`src/rtl/pipe_fft_dly_pkg.sv`:
```
// Shared types, defaults and helper functions for the FFT delay line.
package pipe_fft_dly_pkg;

  localparam int DLY_WIDTH_DEF = 66;
  localparam int DLY_DEPTH_DEF = 2;

  // Widest word the parity helper folds; callers zero-extend into it.
  localparam int PAR_MAX_W = 1024;

  function automatic int ptr_w(input int depth);
    return (depth > 1) ? $clog2(depth) : 1;
  endfunction

  function automatic logic even_par(input logic [PAR_MAX_W-1:0] word);
    return ^word;
  endfunction

endpackage

```
`src/rtl/pipe_fft_dly_mem.sv`:
```
// Simple dual-port storage: one write port, one registered read port, one clock.
module pipe_fft_dly_mem #(
  parameter int WIDTH = 8,
  parameter int DEPTH = 2,
  parameter int AW    = 1
) (
  input  logic             clk,
  input  logic             rd_rst,
  input  logic             we,
  input  logic [AW-1:0]    waddr,
  input  logic [WIDTH-1:0] wdata,
  input  logic             re,
  input  logic [AW-1:0]    raddr,
  output logic [WIDTH-1:0] rdata
);

  // NOTE: the array has no reset so it can map onto block/micro RAM; only the read register is cleared.
  logic [WIDTH-1:0] mem_q [DEPTH];
  logic [WIDTH-1:0] rdata_q, rdata_d;

  // NOTE: non-blocking updates make a same-address read return the old word, which is what sets the delay.
  always_ff @(posedge clk) begin
    if (we) mem_q[waddr] <= wdata;
  end

  always_comb begin
    rdata_d = rdata_q;
    if (re) rdata_d = mem_q[raddr];
  end

  always_ff @(posedge clk) begin
    if (rd_rst) rdata_q <= '0;
    else        rdata_q <= rdata_d;
  end

  assign rdata = rdata_q;

endmodule

```
`src/rtl/pipe_fft_dly_line.sv`:
```
// Stallable, flushable delay line of DEPTH enabled cycles with per-word valid tags.
// Define DLY_PARITY_EN to store an even-parity bit per entry and flag sticky read errors.
module pipe_fft_dly_line
  import pipe_fft_dly_pkg::*;
#(
  parameter int WIDTH = DLY_WIDTH_DEF,
  parameter int DEPTH = DLY_DEPTH_DEF
) (
  input  logic             clk,
  input  logic             rst,
  input  logic             en,
  input  logic             flush,
  input  logic [WIDTH-1:0] din,
  input  logic             din_valid,
  output logic [WIDTH-1:0] dout,
  output logic             dout_valid,
  output logic             primed,
  output logic             parity_err
);

  localparam int PW = ptr_w(DEPTH);
  localparam int FW = $clog2(DEPTH + 1);
`ifdef DLY_PARITY_EN
  localparam int MW = WIDTH + 1;
`else
  localparam int MW = WIDTH;
`endif

  logic [PW-1:0]    ptr_q, ptr_d;
  logic [DEPTH-1:0] vtag_q, vtag_d;
  logic [FW-1:0]    fill_q, fill_d;
  logic             dout_valid_q, dout_valid_d;
  logic             wr_fire;
  logic [MW-1:0]    mem_wdata, mem_rdata;

  // Flush wins over en; reset wins over both and also blocks the memory.
  assign wr_fire = en & ~flush;

  // NOTE: every always_comb output gets its hold value first, so no path can infer a latch.
  always_comb begin
    ptr_d        = ptr_q;
    vtag_d       = vtag_q;
    fill_d       = fill_q;
    dout_valid_d = dout_valid_q;
    if (flush) begin
      ptr_d        = '0;
      vtag_d       = '0;
      fill_d       = '0;
      dout_valid_d = 1'b0;
    end else if (en) begin
      dout_valid_d   = vtag_q[ptr_q];
      vtag_d[ptr_q]  = din_valid;
      ptr_d          = (ptr_q == PW'(DEPTH - 1)) ? '0 : ptr_q + PW'(1);
      if (fill_q != FW'(DEPTH)) fill_d = fill_q + FW'(1);
    end
  end

  always_ff @(posedge clk) begin
    if (rst) begin
      ptr_q        <= '0;
      vtag_q       <= '0;
      fill_q       <= '0;
      dout_valid_q <= 1'b0;
    end else begin
      ptr_q        <= ptr_d;
      vtag_q       <= vtag_d;
      fill_q       <= fill_d;
      dout_valid_q <= dout_valid_d;
    end
  end

`ifdef DLY_PARITY_EN
  assign mem_wdata = {even_par(PAR_MAX_W'(din)), din};

  logic rd_chk_q, rd_chk_d;
  logic parity_err_q, parity_err_d;

  // The check runs on the registered read word, one cycle after a valid entry is read.
  always_comb begin
    rd_chk_d     = wr_fire & vtag_q[ptr_q];
    parity_err_d = parity_err_q |
                   (rd_chk_q & (even_par(PAR_MAX_W'(mem_rdata[WIDTH-1:0])) != mem_rdata[WIDTH]));
  end

  always_ff @(posedge clk) begin
    if (rst) begin
      rd_chk_q     <= 1'b0;
      parity_err_q <= 1'b0;
    end else begin
      rd_chk_q     <= rd_chk_d;
      parity_err_q <= parity_err_d;
    end
  end

  assign parity_err = parity_err_q;
`else
  assign mem_wdata  = din;
  assign parity_err = 1'b0;
`endif

  pipe_fft_dly_mem #(
    .WIDTH (MW),
    .DEPTH (DEPTH),
    .AW    (PW)
  ) u_mem (
    .clk    (clk),
    .rd_rst (rst),
    .we     (wr_fire & ~rst),
    .waddr  (ptr_q),
    .wdata  (mem_wdata),
    .re     (wr_fire & ~rst),
    .raddr  (ptr_q),
    .rdata  (mem_rdata)
  );

  assign dout       = mem_rdata[WIDTH-1:0];
  assign dout_valid = dout_valid_q;
  assign primed     = (fill_q == FW'(DEPTH));

endmodule

```
`config.mk`:
```
export PLATFORM = sky130hd
export DESIGN_NAME = pipe_fft_dly_line
export DESIGN_NICKNAME = d
export VERILOG_FILES = /design/src/rtl/pipe_fft_dly_pkg.sv /design/src/rtl/pipe_fft_dly_mem.sv /design/src/rtl/pipe_fft_dly_line.sv
export SDC_FILE = /design/constraint.sdc
export NUM_CORES = 1
export LEC_CHECK = 0
export BUFFER_PORTS_ARGS = -buffer_cell sky130_fd_sc_hd__buf_2
export CAP_MARGIN = 20
export CORE_MARGIN = 2
export CORE_UTILIZATION = 45
export DETAILED_ROUTE_END_ITERATION = 10
export PLACE_DENSITY = 0.69
export RECOVER_POWER = 25
export SYNTH_ARGS = -nofsm -noshare
export SYNTH_HDL_FRONTEND = slang
export SYNTH_HIERARCHICAL = 1
export SYNTH_SLANG_ARGS = --single-unit
```
`constraint.sdc`:
```
create_clock -name clk -period 6.5 [get_ports clk]
set_clock_uncertainty 0.2 [all_clocks]
set_input_delay 0.325 -clock clk [delete_from_list [all_inputs] [get_ports clk]]
set_output_delay 0.325 -clock clk [all_outputs]
set_load 0.05 [all_outputs]
```
==> results.md, run 1 <==
- WL final: approximately 14 mm
- CTS buffer count: 21
- Synth Instances: 460
- Worst VDD drop: 0.000220 V
- Top post-synthesis cells by area: edfxtp_1 (55%), dfxtp_1 (20%), mux2i_1 (9.3%), a211oi_1 (7.1%), nor2_1 (3.7%)
- Synth Flop Type: edfxtp_1
- PwrDens: 310 nW/µm²
- Mean Syn Cell Area: 15.6 µm²
- Drc violations: 0
- Post-synth EDFFs: 132
- Filler cells: 1277
- H-tree Lvls: 1
- Area of the multi-input gates: 1570 µm²
- CTS sink count: 204
- Initial antenna violation count: 0
- Die H: 130 µm
- Initial Util: 45.6%
- Gr ovfl total: 0
- # rows: 46
- Relative slew slack: 37.7%
- RSZ-0062 raised after global routing: false
- Largest net degree at the start of global routing: 83
- HP Class: in -> reg
- Die X: 130 µm
- Commonest cells post-synth: edfxtp_1 (132), dfxtp_1 (72), nor2_1 (71)
- Max-cap violations: 0
- WL/cell: around 15 µm
- Via count: 4314
- Nets: 735
- Mapped Area: 7190 µm²
- Detailed Routing Iterations Pass 1: 4
- Psw: between 0.0006 and 0.0007 W
- Seq cells post-synth: 204
- PortBufs: 138
- Switch share: between 20% and 30%
- ANT nets after route: 0
- Gpl congestion: 0.699
- Total core area: 15800 µm²
- First-pass GRT wire length: 20.6 mm
- Fin crit share: approximately 44%
- Via/cell ratio: between 4 and 5
- Required time of the critical path: between 6 and 7 ns
- DR iter-0 viols: about 210
- Max Root-Sink Buffers: 3
- Crit Path Max Fanout: between 60 and 70
- Combinational share of power: between 8 and 9%
- CTS root buf: clkbuf_16
- Sequential Power Share: 49.6%
- Share of layout cells above drive strength 1: between 20 and 25%
- All-Layer GR Usage: 15.6%
- N_diodes: 0
- Tot Pwr: about 0.0029 W
- Final setup viols: 0
- Setup Buffers After CTS: 0
- Worst path arrival time: 2.78 ns
- Clock transition at path regs: ~0.060 ns
- Area leader, netlist: edfxtp_1
- CP Launch Type: flop
- Seq/Total Area, Yosys: 75.2%
- Worst slew pin tran: 0.934 ns
- Vias in the first global route: 4101
- Library cells used by synthesis: 24
- Setup CP Type: reg -> reg
- Most frequent cell after synthesis: edfxtp_1
- Final hold vios: 0
- Fin crit period: 2.88 ns
- Clock power share: between 40% and 50%
- Fin. max-slew vios: 0
- Clock latency on the worst-skew pair: 0.48 ns
- Sequential Area: about 5400 µm²
- Status: complete, no violations
- Cell leakage power: 3.36 nW
- Die footprint: 17000 µm²
- TritonCTS clock tree: done
- Top-area cell type share of the netlist area: 55.1%
- Area Overhead vs Synth: 30.3%
- I/O pins: 140
- Ys async rst share: 0%
- Syn nets: 532
- Int Power: around 0.0023 W
- Setup TNS: 0 ns
- Worst setup EP type: flop
- Peak Freq: 347 MHz
- Hpwl dp: 8.12 mm
- Yosys warns: 6
cell families (layout without fill, tap and decap cells):
family          count (synthesis)  count (layout)  synth area share, %
flops                         204             204                 75.2
simple gates                   79              79                 4.44
compound gates                 71              71                 7.31
mux                            67              67                 9.32
buf+inv                        35             252                 3.31
xor+xnor                        2               2                0.244
fa+ha+maj                       1               1                0.174
other cells                     1               1               0.0521
power groups by stage:
stage	logic, W	registers [W]	clock network [W]
after floorplan	0.0000862	0.00154	0
after global placement	0.000212	0.00147	0
after detailed placement	0.000218	0.00147	0
after CTS	0.000250	0.00144	0.00125
after global routing	0.000264	0.00144	0.00130
final	0.000246	0.00144	0.00122
path summary, 6_finish.rpt:
| check | to | from | slack [ns] | cells after the start |
|---|---|---|---|---|
| worst min register to register | vtag_q[1] | vtag_q[1] | 0.27 | 2 |
| worst max register to register | u_mem/mem_q[1][16] | ptr_q | 3.62 | 2 |
| worst min-delay path | vtag_q[1] | flush | 0.11 | 3 |
| worst max-delay path | u_mem/mem_q[1][16] | ptr_q | 3.62 | 2 |
per-stage QoR:
stage / utilization (%) / hold slack (ns) / worst slack (ns) / cell area, µm² / cells
floorplan: - / 0.224 / 2.04 / 7190 / 460
global placement: 50.6 / 0.244 / 3.16 / 7980 / 786
detailed placement: 50.7 / 0.256 / 3.22 / 8000 / 787
CTS: 59.7 / 0.0900 / 3.57 / 9410 / 893
global route: 59.4 / 0.138 / 3.46 / 9370 / 893
finish: 59.4 / 0.107 / 3.62 / 9370 / 893
metal layers:
layer,share of wire [%],up-vias,global-route usage [%]
met5,0,-,0
met4,1.5,0,4.07
met3,6.0,17,3.14
met2,49,123,26.6
met1,44,2045,20.7
li1,-,2129,-
worst max-delay path: stages (launching register included):
cell     delay [ns]
dfxtp_4        0.61
buf_4          0.73
and2_4         0.90
state kept, by name, indices dropped and copies added, names as in the netlist:
| signal | cells |
|---|---|
| dout_valid | 1 |
| vtag_q | 2 |
| u_mem/mem_q | 132 |
| ptr_q | 1 |
| u_mem/rdata | 66 |
| fill_q | 2 |
layout by cell type (no fill, tap or decap):
master and count:
dfxtp_4 1, o21ai_0 1, buf_2 104, xnor2_1 2, nand3b_1 1, clkbuf_1 36
nor2_1 70, dlygate4sd3_1 69, clkbuf_16 22, clkbuf_2 1, clkbuf_8 2, dfxtp_1 71
buf_12 1, clkinv_2 5, a211oi_1 68, a21oi_1 2, bufinv_16 3, mux2i_1 67
buf_4 5, and2_4 1, edfxtp_1 132, nand2_1 2, nor2_4 1, nand3_1 1
ha_1 1, or2_1 1, conb_1 1, nor2b_4 2, inv_1 2, clkinvlp_4 2
layout make-up:
class / count / area share (%)
multi-input cells: 221 / 16.7
repair buffers: 213 / 14.9
clock inverters: 10 / 1.39
flip-flops and latches: 204 / 57.7
inverters: 2 / 0.0801
clock buffers: 27 / 6.29
well taps: 216 / 2.88
repair_timing:
item / in CTS / in global routing
resized for setup: 0 / 0
endpoints found under the hold margin: 135 / 0
hold buffers: 69 / 0
endpoints found under the setup margin: 0 / 0
No activity file was read; power rests on OpenSTA's default activity.
==> run 2: changes to the inputs <==
- PLACE_DENSITY: 0.69 -> 0.72
- clock period: 6.5 -> 2.4 ns (I/O delays scaled with it)
==> run 2 against run 1 <==
Final cell count increased by 0.45%. Via count rose by 2.7%. Sequential cell count is the same. Sequential share of layout area down 0.10 points. Die area unchanged. Critical path depth increased by 2. Core utilization up 0.10 points. Setup slack lost 3.3 ns. First-iteration DRC count shrank 13%. Critical endpoint is now vtag_q[0].
==> results.md, run 2 (synthesized netlist as in run 1, its figures left out) <==
- Fin crit period: 2.08 ns (-0.798 ns)
- Final WS setup: 0.320 ns (-3.30 ns)
- Initial Util: 45.6% (unchanged)
- Worst path arrival time: 2.30 ns (-0.48 ns)
- Max-cap violations: 0 (unchanged)
- Largest net degree at the start of global routing: 73 (-12%)
- Via/cell ratio: 4.94 (+2.2%)
- CP Launch Type: flop
- RSZ-0062 raised after global routing: false
- ANT nets after route: 0 (unchanged)
- PortBufs: 138 (unchanged)
- Max Root-Sink Buffers: 3 (unchanged)
- Most common cell after layout, fill and taps aside: edfxtp_1
- Vias in the first global route: 4531 (+10%)
- Area Overhead vs Synth: 30.5%
- Worst setup EP type: flop
- Final setup viols: 0 (unchanged)
- PwrDens: 827 nW/µm² (+170%)
- Post-cts sizing count: 0 (unchanged)
- Reg with most FFs: u_mem/mem_q
- Share of layout cells above drive strength 1: 20.7% (-1.5 points)
- Setup TNS: 0 ns (unchanged)
- Worst Hold Path EP: u_mem/mem_q[0][56]
- N_diodes: 0 (unchanged)
- Drc violations: 0 (unchanged)
- Via count: 4430 (+2.7%)
- WL final: 14.8 mm (+7.8%)
- Crit Path Max Fanout: 37 (-44%)
- Reg2Reg Depth: 4 (+2)
- Peak Freq: 481 MHz (+38%)
- WL/cell: 16.5 µm (+7.3%)
- Setup CP Type: reg -> reg
- Fin crit share: 86.7% (+42 points)
- Relative slew slack: 44.0% (+6.2 points)
- Sequential Area: 5410 µm² (unchanged)
- Most frequent cells in the layout: edfxtp_1 (132), buf_2 (100), dlygate4sd3_1 (72)
- Hpwl dp: 8.43 mm (+3.8%)
- Detailed Routing Iterations Pass 1: 4 (unchanged)
- Worst path cell trace: buf_4, o21ai_0, a21oi_1, dlygate4sd3_1
- CTS root buf: clkbuf_16
- Final hold vios: 0 (unchanged)
- First-pass GRT wire length: 22.8 mm (+11%)
- All-Layer GR Usage: 17.2% (+1.6 points)
- Required time of the critical path: 2.62 ns (-3.78 ns)
- Max reg flops: 132 (unchanged)
- Die H: 130 µm (unchanged)
- Status: complete, no violations
- R2r setup slk: 0.32 ns (-3.30 ns)
- Initial antenna violation count: 0 (unchanged)
- CP peak stage delay: 0.56 ns (-0.34 ns)
- CTS sink count: 204 (unchanged)
- I/O pins: 140 (unchanged)
- H-tree Lvls: 1 (unchanged)
- DR iter-0 viols: 181 (-13%)
- Slowest CP cell: dlygate4sd3_1
- TritonCTS clock tree: done
- Gr ovfl total: 0 (unchanged)
- Filler cells: 1262 (-1.2%)
- Cell leakage power: 3.35 nW (-0.16%)
- Clock transition at path regs: 0.06 ns (about the same)
- Total core area: 15800 µm² (unchanged)
- Worst slew pin tran: 0.840 ns (-0.0937 ns)
- Nets: 741 (+0.82%)
- CTS buffer count: 22 (+4.8%)
- Die footprint: 17000 µm² (unchanged)
- # rows: 46 (unchanged)
- Beginning of the worst register-to-register path: ptr_q
- Gpl congestion: 0.710 (+1.5%)
- HP Class: in -> reg
- Die X: 130 µm (unchanged)
- Area of the multi-input gates: 1570 µm² (unchanged)
- Fin. max-slew vios: 0 (unchanged)
- Clock latency on the worst-skew pair: 0.50 ns (+0.02 ns)
- HP Start: din[56]
- Hold Crit Depth: 2 (-1)
- Worst VDD drop: 0.000856 V (+290%)
- Post-Place Worst Slack: 0.376 ns (-2.84 ns)
- Worst R2R End: vtag_q[0]
run 2: changes by cell type in the layout (fill, tap and decap cells not counted), sizes merged:
cell         delta
buf             -1
dlygate4sd3     +3
clkinv          -1
bufinv          -1
clkinvlp        -2
inv             +1
clkbuf          +5
run 2: per-layer routing:
metal	global-route usage, %	vias to the layer above	share of wire [%]
met5	0	-	0
met4	4.63	0	1.7
met3	4.85	18	6.3
met2	31.1	129	51
met1	20.3	2143	41
li1	-	2140	-
run 2: critical path, delay by kind of cell, from the launching register on:
kind            cells  cell delay (ns)
compound gates      2             0.33
buf+inv             2             1.10
flops               1             0.38
run 2: worst max path at each step:
stage                     startpoint                 to  slack (ns)  depth (start not counted)
after detailed placement       flush    u_mem/rdata[25]        0.38                          6
after global placement         flush    u_mem/rdata[55]        0.53                          6
after global routing           ptr_q          vtag_q[0]        0.14                          4
after CTS                      ptr_q          vtag_q[0]        0.34                          4
after floorplan                flush  u_mem/mem_q[0][0]        0.11                          4
final                          ptr_q          vtag_q[0]        0.32                          4
run 2: final cells by class:
class,count,area share (%)
multi-input cells,221,16.7
inverters,2,0.0800
repair buffers,218,15.4
flip-flops and latches,204,57.6
clock inverters,7,1.03
well taps,216,2.88
clock buffers,29,6.25
run 2: through the flow:
stage	util (%)	cell area, µm²	total power, W	cells	hold slack (ns)
2_1_floorplan	-	7200	0.00439	460	0.0189
3_3_place_gp	50.9	8030	0.00454	789	0.107
3_5_place_dp	50.9	8030	0.00456	789	0.111
4_1_cts	59.8	9430	0.00785	897	0.120
5_1_grt	59.5	9390	0.00803	897	0.127
6_report	59.5	9390	0.00777	897	0.142
run 2: repair_timing:
item	4_1_cts	5_1_grt
hold endpoints to repair	138	0
buffers inserted	0	0
hold buffers	72	0
run 2: report_power, final:
part           total, W  leakage, nW  switching (W)  internal [W]
logic          0.000687         1.23       0.000444      0.000243
clock network   0.00319        0.330        0.00126       0.00193
registers       0.00389         1.79      0.0000442       0.00384
total           0.00777         3.35        0.00175       0.00601
==> run 3: changes to the inputs <==
- CORE_MARGIN: 2 -> 3
==> run 3 against run 2 <==
Worst hold slack about the same. Fmax decreased by 6.8%. First-iteration DRC count grew 2.2%. Sequential power about the same. Critical path depth unchanged. Total power decreased by 1.7%. Sequential share of layout area up 0.23 points. Global-route usage shrank 0.90 points. Via count hardly changed. Die area rose by 3.1%.
==> results.md, run 3 (synthesized netlist as in run 1, its figures left out) <==
- Number of cells on the critical path: 4 (unchanged)
- R2r setup slk: 0.17 ns (-0.15 ns)
- Share of layout cells above drive strength 1: 20.0% (-0.73 points)
- Tot Pwr: 0.00763 W (-1.7%)
- Hpwl dp: 8.64 mm (+2.6%)
- Critical Path End: vtag_q[0]
- Clock transition at path regs: 0.06 ns (about the same)
- Slowest CP cell: dfxtp_4
- N_diodes: 0 (unchanged)
- TritonCTS clock tree: done
- Die H: 132 µm (+1.5%)
- Largest net degree at the start of global routing: 81 (+11%)
- Int Power: 0.00589 W (-2.0%)
- PwrDens: 817 nW/µm² (-1.3%)
- CP delay by family, top: buffers and inverters
- Worst path arrival time: 2.45 ns (+0.15 ns)
- Total core area: 15400 µm² (-2.2%)
- Worst setup EP type: flop
- WL/cell: 16.2 µm (-1.7%)
- All-Layer GR Usage: 16.3% (-0.90 points)
- Via/cell ratio: 4.94 (about the same)
- Reg2Reg Depth: 4 (unchanged)
- Clock latency on the worst-skew pair: 0.49 ns (about the same)
- Final hold vios: 0 (unchanged)
- Area Overhead vs Synth: 30.0%
- Placed Instances: 785 (-0.51%)
- CTS root buf: clkbuf_16
- CP bufs+invs: 2 (unchanged)
- Crit Path Max Fanout: 28 (-24%)
- Post-cts sizing count: 0 (unchanged)
- Max reg flops: 132 (unchanged)
- CP peak stage delay: 0.59 ns (+0.03 ns)
- Die X: 132 µm (+1.5%)
- Relative slew slack: 48.3% (+4.3 points)
- Worst path cell trace: buf_4, o21ai_0, a21oi_1, dlygate4sd3_1
- Initial Util: 46.6% (+1.0 points)
- Non-filler instance count after layout: 897 (unchanged)
- Cell leakage power: 3.33 nW (-0.72%)
- Gr ovfl total: 0 (unchanged)
- Initial antenna violation count: 0 (unchanged)
- Worst slew pin tran: 0.776 ns (-0.0644 ns)
- Drc violations: 0 (unchanged)
- Combinational share of power: 8.9% (about the same)
- Setup CP Type: reg -> reg
- WL final: 14.6 mm (-1.7%)
- ANT nets after route: 0 (unchanged)
- Via count: 4429 (-0.023%)
- Sequential Power Share: 51.0% (+0.9 points)
- Worst R2R End: vtag_q[0]
- I/O pins: 140 (unchanged)
- Status: complete, no violations
- CTS buffer count: 22 (unchanged)
- Die footprint: 17500 µm² (+3.1%)
- First-pass GRT wire length: 23.4 mm (+2.6%)
- Required time of the critical path: 2.62 ns (about the same)
- Nets: 742 (+0.13%)
- DR iter-0 viols: 185 (+2.2%)
- Most frequent cells in the layout: edfxtp_1 (132), buf_2 (92), dlygate4sd3_1 (72)
- H-tree Lvls: 1 (unchanged)
- Final setup viols: 0 (unchanged)
- RSZ-0062 raised after global routing: false
- HP Class: in -> reg
- Reg with most FFs: u_mem/mem_q
- Fin. max-slew vios: 0 (unchanged)
- CP Launch Type: flop
- Gpl congestion: 0.757 (+6.6%)
- CTS sink count: 204 (unchanged)
- PortBufs: 138 (unchanged)
- Most common cell after layout, fill and taps aside: edfxtp_1
- Psw: 0.00174 W (-0.50%)
- Fin crit share: 92.9% (+6.3 points)
- Clock power share: 40.1% (-1.0 points)
- Max Root-Sink Buffers: 3 (unchanged)
- Detailed Routing Iterations Pass 1: 4 (unchanged)
- Beginning of the worst register-to-register path: ptr_q
- Critical path launch point: ptr_q
- Setup TNS: 0 ns (unchanged)
- Worst VDD drop: 0.000633 V (-26%)
- Vias in the first global route: 4679 (+3.3%)
- Peak Freq: 448 MHz (-6.8%)
- Switch share: 22.8% (+0.27 points)
- # rows: 45 (-2.2%)
- Fin crit period: 2.23 ns (+0.151 ns)
- Max-cap violations: 0 (unchanged)
-- run 3: per-layer routing --
layer | part of all wire [%] | GRT usage [%] | up-vias
li1 | - | - | 2144
met4 | 2.4 | 4.68 | 0
met2 | 51 | 28.6 | 141
met5 | 0 | 0 | -
met3 | 5.7 | 4.41 | 35
met1 | 41 | 19.9 | 2109
-- run 3: worst min-delay path by stage --
stage                        from                 end  slack (ns)  depth (start not counted)
after floorplan            din[0]   u_mem/mem_q[0][0]        0.02                          0
after global placement    din[47]  u_mem/mem_q[0][47]        0.11                          1
after detailed placement  din[37]  u_mem/mem_q[0][37]        0.11                          1
after CTS                 din[38]  u_mem/mem_q[0][38]        0.13                          2
after global routing      din[38]  u_mem/mem_q[0][38]        0.14                          2
final                     din[57]  u_mem/mem_q[0][57]        0.14                          2
-- run 3: power groups by stage --
| stage | clock network (W) | logic [W] | registers [W] |
|---|---|---|---|
| floorplan | 0 | 0.000234 | 0.00415 |
| global placement | 0 | 0.000578 | 0.00396 |
| detailed placement | 0 | 0.000595 | 0.00397 |
| CTS | 0.00313 | 0.000686 | 0.00389 |
| global route | 0.00329 | 0.000726 | 0.00390 |
| finish | 0.00306 | 0.000677 | 0.00390 |
-- run 3: stage by stage --
stage	util [%]	setup WS (ns)	hold WS, ns	instance area, µm²
3_5_place_dp	52.0	0.447	0.111	8020
5_1_grt	60.6	0.0502	0.145	9350
3_3_place_gp	52.0	0.478	0.107	8020
4_1_cts	61.0	0.165	0.127	9400
2_1_floorplan	-	0.115	0.0189	7200
6_report	60.6	0.170	0.142	9350
-- run 3: area by class of cell --
cell class | count | area, µm²
clock buffer | 30 | 581
clock inverter | 10 | 85.1
fill | 1214 | 6080
inverter | 2 | 7.51
multi-input combinational | 221 | 1570
sequential | 204 | 5410
tap | 211 | 264
timing repair buffer | 219 | 1440
-- run 3: what timing repair did --
action                                  4_1_cts  5_1_grt
endpoints found under the setup margin        0        0
hold buffers                                 72        0
endpoints found under the hold margin       138        0
buffers inserted                              0        0
